$ cat src/rtl/mem_arbiter.sv
// mem_arbiter: shares one RAM port between instruction fetch and data access.
// Data has priority but alternates with fetch under contention; RAM ERROR
// responses are retried after a short idle gap and counted.
module mem_arbiter #(
    parameter int unsigned RETRY_GAP = 1
) (
    input  logic        CLK,
    input  logic        nRST,
    input  logic        iREN,
    input  logic [31:0] iaddr,
    output logic        iwait,
    output logic [31:0] iload,
    input  logic        dREN,
    input  logic        dWEN,
    input  logic [31:0] daddr,
    input  logic [31:0] dstore,
    output logic        dwait,
    output logic [31:0] dload,
    output logic        ramREN,
    output logic        ramWEN,
    output logic [31:0] ramaddr,
    output logic [31:0] ramstore,
    input  logic [31:0] ramload,
    input  logic [1:0]  ramstate,
    output logic [7:0]  errcnt
);

    localparam int unsigned CW = 3;
    localparam int unsigned EW = 8;

    localparam logic [1:0] RS_ACCESS = 2'b10;
    localparam logic [1:0] RS_ERROR  = 2'b11;

    typedef enum logic [1:0] {
        IDLE  = 2'b00,
        DATA  = 2'b01,
        INSTR = 2'b10,
        RETRY = 2'b11
    } state_e;

    state_e        state_q, state_d;
    logic          last_d_q, last_d_d;
    logic          owner_d_q, owner_d_d;
    logic [CW-1:0] retry_q, retry_d;
    logic [EW-1:0] errcnt_q, errcnt_d;

    logic dreq;
    logic is_access;
    logic is_error;
    logic owner_req;

    assign dreq      = dREN | dWEN;
    assign is_access = (ramstate == RS_ACCESS);
    assign is_error  = (ramstate == RS_ERROR);
    assign owner_req = owner_d_q ? dreq : iREN;
    assign errcnt    = errcnt_q;

    // Next-state: grant selection, completion, error retry and abort
    always_comb begin
        state_d   = state_q;
        last_d_d  = last_d_q;
        owner_d_d = owner_d_q;
        retry_d   = retry_q;
        errcnt_d  = errcnt_q;
        unique case (state_q)
            IDLE: begin
                if (dreq && (!iREN || !last_d_q)) begin
                    state_d = DATA;
                end else if (iREN) begin
                    state_d = INSTR;
                end
            end
            DATA: begin
                if (is_error && (errcnt_q != {EW{1'b1}})) begin
                    errcnt_d = errcnt_q + EW'(1);
                end
                if (!dreq) begin
                    state_d = IDLE;
                end else if (is_access) begin
                    state_d  = IDLE;
                    last_d_d = 1'b1;
                end else if (is_error) begin
                    state_d   = RETRY;
                    owner_d_d = 1'b1;
                    retry_d   = '0;
                end
            end
            INSTR: begin
                if (is_error && (errcnt_q != {EW{1'b1}})) begin
                    errcnt_d = errcnt_q + EW'(1);
                end
                if (!iREN) begin
                    state_d = IDLE;
                end else if (is_access) begin
                    state_d  = IDLE;
                    last_d_d = 1'b0;
                end else if (is_error) begin
                    state_d   = RETRY;
                    owner_d_d = 1'b0;
                    retry_d   = '0;
                end
            end
            RETRY: begin
                if (!owner_req) begin
                    state_d = IDLE;
                    retry_d = '0;
                end else if (retry_q == CW'(RETRY_GAP - 1)) begin
                    state_d = owner_d_q ? DATA : INSTR;
                    retry_d = '0;
                end else begin
                    retry_d = retry_q + CW'(1);
                end
            end
            default: state_d = IDLE;
        endcase
    end

    // State and bookkeeping registers
    always_ff @(posedge CLK or negedge nRST) begin
        if (!nRST) begin
            state_q   <= IDLE;
            last_d_q  <= 1'b0;
            owner_d_q <= 1'b0;
            retry_q   <= '0;
            errcnt_q  <= '0;
        end else begin
            state_q   <= state_d;
            last_d_q  <= last_d_d;
            owner_d_q <= owner_d_d;
            retry_q   <= retry_d;
            errcnt_q  <= errcnt_d;
        end
    end

    // RAM strobes and requester wait/load, decoded from the granted state
    always_comb begin
        ramREN   = 1'b0;
        ramWEN   = 1'b0;
        ramaddr  = '0;
        ramstore = '0;
        iwait    = 1'b1;
        dwait    = 1'b1;
        iload    = '0;
        dload    = '0;
        unique case (state_q)
            DATA: begin
                ramaddr  = daddr;
                ramstore = dstore;
                ramWEN   = dWEN;
                ramREN   = ~dWEN;
                if (dreq && is_access) begin
                    dwait = 1'b0;
                    dload = ramload;
                end
            end
            INSTR: begin
                ramREN  = 1'b1;
                ramaddr = iaddr;
                if (iREN && is_access) begin
                    iwait = 1'b0;
                    iload = ramload;
                end
            end
            default: ;
        endcase
    end

endmodule
$ cat config.mk
export PLATFORM = sky130hd
export DESIGN_NAME = mem_arbiter
export DESIGN_NICKNAME = d
export VERILOG_FILES = /design/src/rtl/mem_arbiter.sv
export SDC_FILE = /design/constraint.sdc
export NUM_CORES = 1
export LEC_CHECK = 0
export CORE_MARGIN = 8
export CORE_UTILIZATION = 26
export CTS_BUF_LIST = sky130_fd_sc_hd__clkbuf_8
export CTS_CLUSTER_DIAMETER = 200
export DETAILED_ROUTE_END_ITERATION = 8
export GPL_TIMING_DRIVEN = 0
export PLACE_DENSITY = 0.89
export SYNTH_ARGS = -nofsm -noshare
export SYNTH_HDL_FRONTEND = slang
export SYNTH_SLANG_ARGS = --single-unit
export TNS_END_PERCENT = 1
$ cat constraint.sdc
create_clock -name CLK -period 2.99 [get_ports CLK]
set_input_delay 0.897 -clock CLK [delete_from_list [all_inputs] [get_ports CLK]]
set_output_delay 0.897 -clock CLK [all_outputs]
set_load 0.01 [all_outputs]
**Yosys cells after proc, flatten, opt, wreduce, memory -nomap -nowiden**

Index checks and enable logic that the tools add are counted.

- $add $sub $neg: 2
- $mul: 0
- Divide/modulo/power cells: 0
- $lt $le $gt $ge: 0
- Equal/unequal tests: 16
- Shift-type cells: 0
- Multiplexer cells: 42
- Bitwise operators: 2
- Reduce and logical (&&, ||, !) cells: 17

Operator list:

| kind | count |
|---|---|
| $mux 32 | 5 |
| $pmux 32 s2 | 1 |
| $mux 2 | 9 |
| $mux 3 | 6 |
| $mux 1 | 16 |
| $ne 2x2->1 const B | 8 |
| $pmux 3 s3 | 1 |
| $add 8x1->8 const B | 1 |
| $eq 2x2->1 const B | 4 |
| $ne 8x8->1 const B | 1 |
| $pmux 2 s4 | 1 |
| $reduce_and 7->1 | 1 |
| $ne 3x3->1 const B | 2 |
| $pmux 1 s2 | 3 |
| $reduce_and 5->1 | 1 |
| $logic_and 1x1->1 | 4 |
| $reduce_and 2->1 | 2 |
| $add 3x1->3 const B | 1 |
| $logic_not 3->1 | 1 |
| $reduce_and 3->1 | 1 |
| $reduce_bool 3->1 | 1 |
| $eq 2x1->1 const B | 1 |
| $logic_not 1->1 | 2 |
| $logic_not 2->1 | 1 |
| 5 further kinds | 5 |

- Flip-flop bits (word level): 15
- Bits in latches: 0
- RAM bits: 0
- ROM bits: 0
- Input bits: 135
- Output and inout bits: 140
- Memories kept: 0

**Logic depth before layout (Yosys ltp)**

Gate-level depths: netlist of the first run.

- Word-level depth: 5
- Depth in mapped cells: 7
- Depth with buffers taken out: 6

**Worst setup path after synthesis of the first run**

Ideal clock, no wire load.

- Path kind: in2out
- Start point: input dREN
- End point: output dload[22]
- Data arrival time: 1.718 ns
- Path slack: 0.375 ns
- Cell stages on the path: 4
- Buffers on the path: 1
- Path through: o21ai_1 > nor3b_2 > clkbuf_1 > and2_1

- Word-level cells in the longest chain between the ends: 4

Ends and longest elaborated chain:

| element | line | source |
|---|---|---|
| start: declaration | 13 | `input logic dREN,` |
| $or 1x1->1 | 52 | `assign dreq = dREN \| dWEN;` |
| $logic_and 1x1->1 | 151 | `if (dreq && is_access) begin` |
| $mux 32 | 151 |  |
| $mux 32 | 145 | `unique case (state_q)` |
| end: declaration | 18 | `output logic [31:0] dload,` |

Every way passes these cells.

**Final worst setup path of the first run**

- Start point: input daddr[8]
- End point: output ramaddr[8]

- Word-level cells in the longest chain between the ends: 1

Ends and longest elaborated chain:

| element | line | source |
|---|---|---|
| start: declaration | 15 | `input logic [31:0] daddr,` |
| $pmux 32 s2 | 145 |  |
| end: declaration | 21 | `output logic [31:0] ramaddr,` |

Every way passes these cells.

==> results of run 1 <==
-- state kept, by name, indices dropped and copies added, names as in the netlist --
register / flops
owner_d_q: 1
state_q: 2
retry_q: 3
errcnt: 8
last_d_q: 1
-- layout by cell type, fill, tap and decap left out, types with 2 or more instances in the layout --
cell / netlist / layout
buf_4: 0 / 5
dlymetal6s2s_1: 0 / 4
a211oi_1: 2 / 2
nand2_1: 12 / 12
a22o_1: 2 / 2
inv_1: 8 / 7
nand3_1: 5 / 5
and2_1: 97 / 97
a22oi_1: 32 / 32
dlygate4sd2_1: 0 / 60
clkdlybuf4s50_1: 0 / 147
nor2_1: 3 / 3
dfrtp_1: 15 / 15
ha_1: 8 / 7
nor2b_1: 34 / 33
clkbuf_4: 0 / 6
nand4_1: 4 / 4
xor2_1: 4 / 4
buf_2: 3 / 6
clkbuf_8: 0 / 9
nor3_1: 3 / 3
clkbuf_2: 0 / 32
buf_6: 0 / 2
o21ai_0: 5 / 5
clkdlybuf4s15_2: 0 / 22
clkdlybuf4s15_1: 0 / 7
xnor2_1: 3 / 3
o21bai_1: 2 / 2
nand2b_1: 3 / 3
-- per-layer routing --
layer | GRT usage [%] | part of all wire (%)
met1 | 20.93 | 34
met2 | 40.62 | 55
met5 | 0 | 0
met3 | 7.502 | 9.0
met4 | 6.734 | 2.2
-- cell families after synthesis --
family | count (synthesis) | synth area share (%)
compound gates | 54 | 19.50
xor+xnor | 7 | 2.905
fa+ha+maj | 8 | 4.742
buf+inv | 31 | 5.690
flops | 15 | 17.78
mux | 1 | 0.7111
simple gates | 169 | 48.67
-- where the power goes --
| group | switching (mW) | total [mW] | internal [mW] |
|---|---|---|---|
| Clock | 0.0776 | 0.170 | 0.0925 |
| Sequential | 0.0601 | 0.309 | 0.249 |
| Combinational | 1.00 | 2.11 | 1.11 |
-- area by class of cell --
type | instances | area share [%]
clock inverter | 1 | 0.1005
buffer | 23 | 3.970
timing repair buffer | 275 | 51.18
clock buffer | 3 | 0.8291
multi-input combinational | 239 | 33.09
antenna | 1 | 0.05025
sequential | 15 | 7.538
tap | 105 | 2.638
inverter | 8 | 0.6030
-- worst max path at each step --
stage,startpoint,end,cells past startpoint
final,daddr[8],ramaddr[8],4
after floorplan,dREN,dload[22],4
after global routing,state_q[0],ramaddr[8],5
after detailed placement,dWEN,dload[20],6
after global placement,dWEN,dload[29],6
after CTS,dWEN,dload[31],6
-- per-stage QoR --
step	hold WS (ns)	TNS [ns]	utilization, %	setup WS (ns)	instances
floorplan	0.4874	0	-	0.3754	285
global placement	0.4795	-67.89	61.79	-1.081	663
detailed placement	0.5005	-71.63	61.79	-1.087	663
CTS	0.5159	-3.303	63.06	-0.1856	669
global route	0.5419	-1.588	61.85	-0.1616	670
finish	0.5082	-0.2873	61.85	-0.06826	670
-- what timing repair did --
| item | in CTS | in global routing |
|---|---|---|
| pin swaps | 2 | 0 |
| resized for setup | 235 | 72 |
| setup endpoints to repair | 132 | 74 |
| setup buffers | 2 | 0 |
==> summary.txt, run 1 <==
Clocking
  • Root Driver: clkbuf_8
  • CTS tree: done
  • Clk_lat worst skew: 0.25 ns
  • CTS Sinks: 15
  • Clock-pin slew on the worst setup and hold paths: 0.07 ns
  • Clock buffer depth: 2
  • Max H-tree Level: 1
  • CTS buffer count: 3
  • Hold Buf Count CTS: 0

STA
  • Period minus WS final: 3.058 ns
  • Final Max Tran Viols: 0
  • RSZ-0062 raised after global routing: yes
  • Final worst slack: -0.06826 ns
  • Fin crit share: 102.3%
  • Final setup vio count: 13
  • Slew HR: 52.49%
  • Hold Vio Cnt, Final: 0
  • Setup Skew: 0.004806 ns
  • Peak Freq: 0.3270 GHz
  • Worst Tran Pin Value: 0.7105 ns

Worst setup path
  • Worst path arrival time: 2.16 ns
  • Reg2Reg Setup Slack: 1.13 ns
  • Worst Path Max Fanout: 1
  • CP Launch Type: input port
  • Worst Reg-to-Reg Cells: 7
  • R2R Path End: retry_q[0]
  • CP Buf/Inv Count: 2
  • Crit-path leading delay family: buffers and inverters
  • Max incr delay on CP: 0.56 ns
  • Crit-path cells: clkdlybuf4s50_1 -> a22oi_1 -> nor2b_1 -> clkdlybuf4s50_1
  • Worst path most repeated cell: clkdlybuf4s50_1
  • CP Class: in -> out
  • CP required: 2.09 ns
  • CP endpoint kind: primary output
  • Slowest CP cell: clkdlybuf4s50_1
  • Reg2reg start: state_q[1]

Run
  • Max-Cap Viols: 0

Synth
  • Cell accounting for the most synthesized area: and2_1
  • Yosys top cell area share: 28.75%
  • Number of synthesized flops with an enable pin: 0
  • Mapped Area: 0.002111 mm^2
  • Sequential cell area fraction in the yosys report: 17.78%
  • Number of synthesis warnings: 0
  • Async S/R FF share, synth: 100.0%
  • Syn Nets: 428
  • Top-count cell post-synth: and2_1
  • Synth Area per Inst: 7.406 um^2
  • Number of synthesized register bits: 15
  • Synth cell types: 40
  • Top post-synthesis cells by area: and2_1 (29%), dfrtp_1 (18%), a22oi_1 (11%), nor2b_1 (10%), ha_1 (4.7%)
  • Mapped Cells: 285
  • Main synth FF type: dfrtp_1
  • Commonest cells in the netlist: and2_1 (97), nor2b_1 (34), a22oi_1 (32)

Detailed routing
  • DRT Wirelength: 12850 um
  • Drt initial violations: 76
  • DR vias: 3155
  • WL per Instance: 19.17 um
  • Drt first pass iters: 4
  • Routed Antenna Nets: 0
  • Via/cell ratio: 4.709
  • Number of remaining DRC errors: 0

Floorplan
  • DIE WIDTH: 106.1 um
  • Std-Cell Rows: 33
  • Initial Utilization: 26.22%
  • Die height: 106.1 um
  • Io pins: 275
  • Die Area: 0.01126 mm^2
  • CORE AREA: 0.008051 mm^2

GRT
  • First-pass GRT wire length: 19240 um
  • Pin count of the biggest net entering global routing: 16
  • Initial antenna violation count: 1
  • Overall routing resource usage: 21.32%
  • Number of global-route vias before repair: 3523
  • Total gr overflow: 0

Cells and area
  • P&R area growth vs syn: 135.9%
  • Final net count: 708
  • Layout cell share with drive strength beyond 1: 17.20%
  • Post-route cell area: 0.004980 mm^2
  • Multi-input gate area: 0.001648 mm^2
  • Register area: 375.4 um^2
  • Fill count: 709

Worst hold path
  • Worst Hold Class: reg -> reg
  • Hold EP: errcnt[7]
  • Worst Hold Launch: errcnt[7]
  • Worst hold path cell count: 1

Status
  • Failing checks: setup timing
  • Status: finished, violations left

Pwr
  • Leak: 2.363 nW
  • Total power: 2.591 mW
  • Peak supply drop: 0.0002572 V
  • PD cells: 520.2 mW/mm^2

Placement
  • GPL Wtd Cong: 0.8611
  • DPL Wire Length: 11020 um
  • Number of buffers added on ports: 273
  • Cell area after placement: 0.004975 mm^2
(Power assumes the default switching activity.)
==> inputs of run 2 (changes only) <==
--- a/config.mk
+++ b/config.mk
@@ -5,6 +5,7 @@
 export SDC_FILE = /design/constraint.sdc
 export NUM_CORES = 1
 export LEC_CHECK = 0
+export ABC_CLOCK_PERIOD_IN_PS = 2990
 export CORE_MARGIN = 8
 export CORE_UTILIZATION = 26
 export CTS_BUF_LIST = sky130_fd_sc_hd__clkbuf_8
==> results of run 2 <==
Same layout as run 1: the final DEF is identical, and so are final timing and power.
==> inputs of run 3 (changes only) <==
--- a/config.mk
+++ b/config.mk
@@ -8,7 +8,6 @@
 export ABC_CLOCK_PERIOD_IN_PS = 2990
 export CORE_MARGIN = 8
 export CORE_UTILIZATION = 26
-export CTS_BUF_LIST = sky130_fd_sc_hd__clkbuf_8
 export CTS_CLUSTER_DIAMETER = 200
 export DETAILED_ROUTE_END_ITERATION = 8
 export GPL_TIMING_DRIVEN = 0
==> results of run 3 <==
Same layout as run 1: the final DEF is identical, and so are final timing and power.
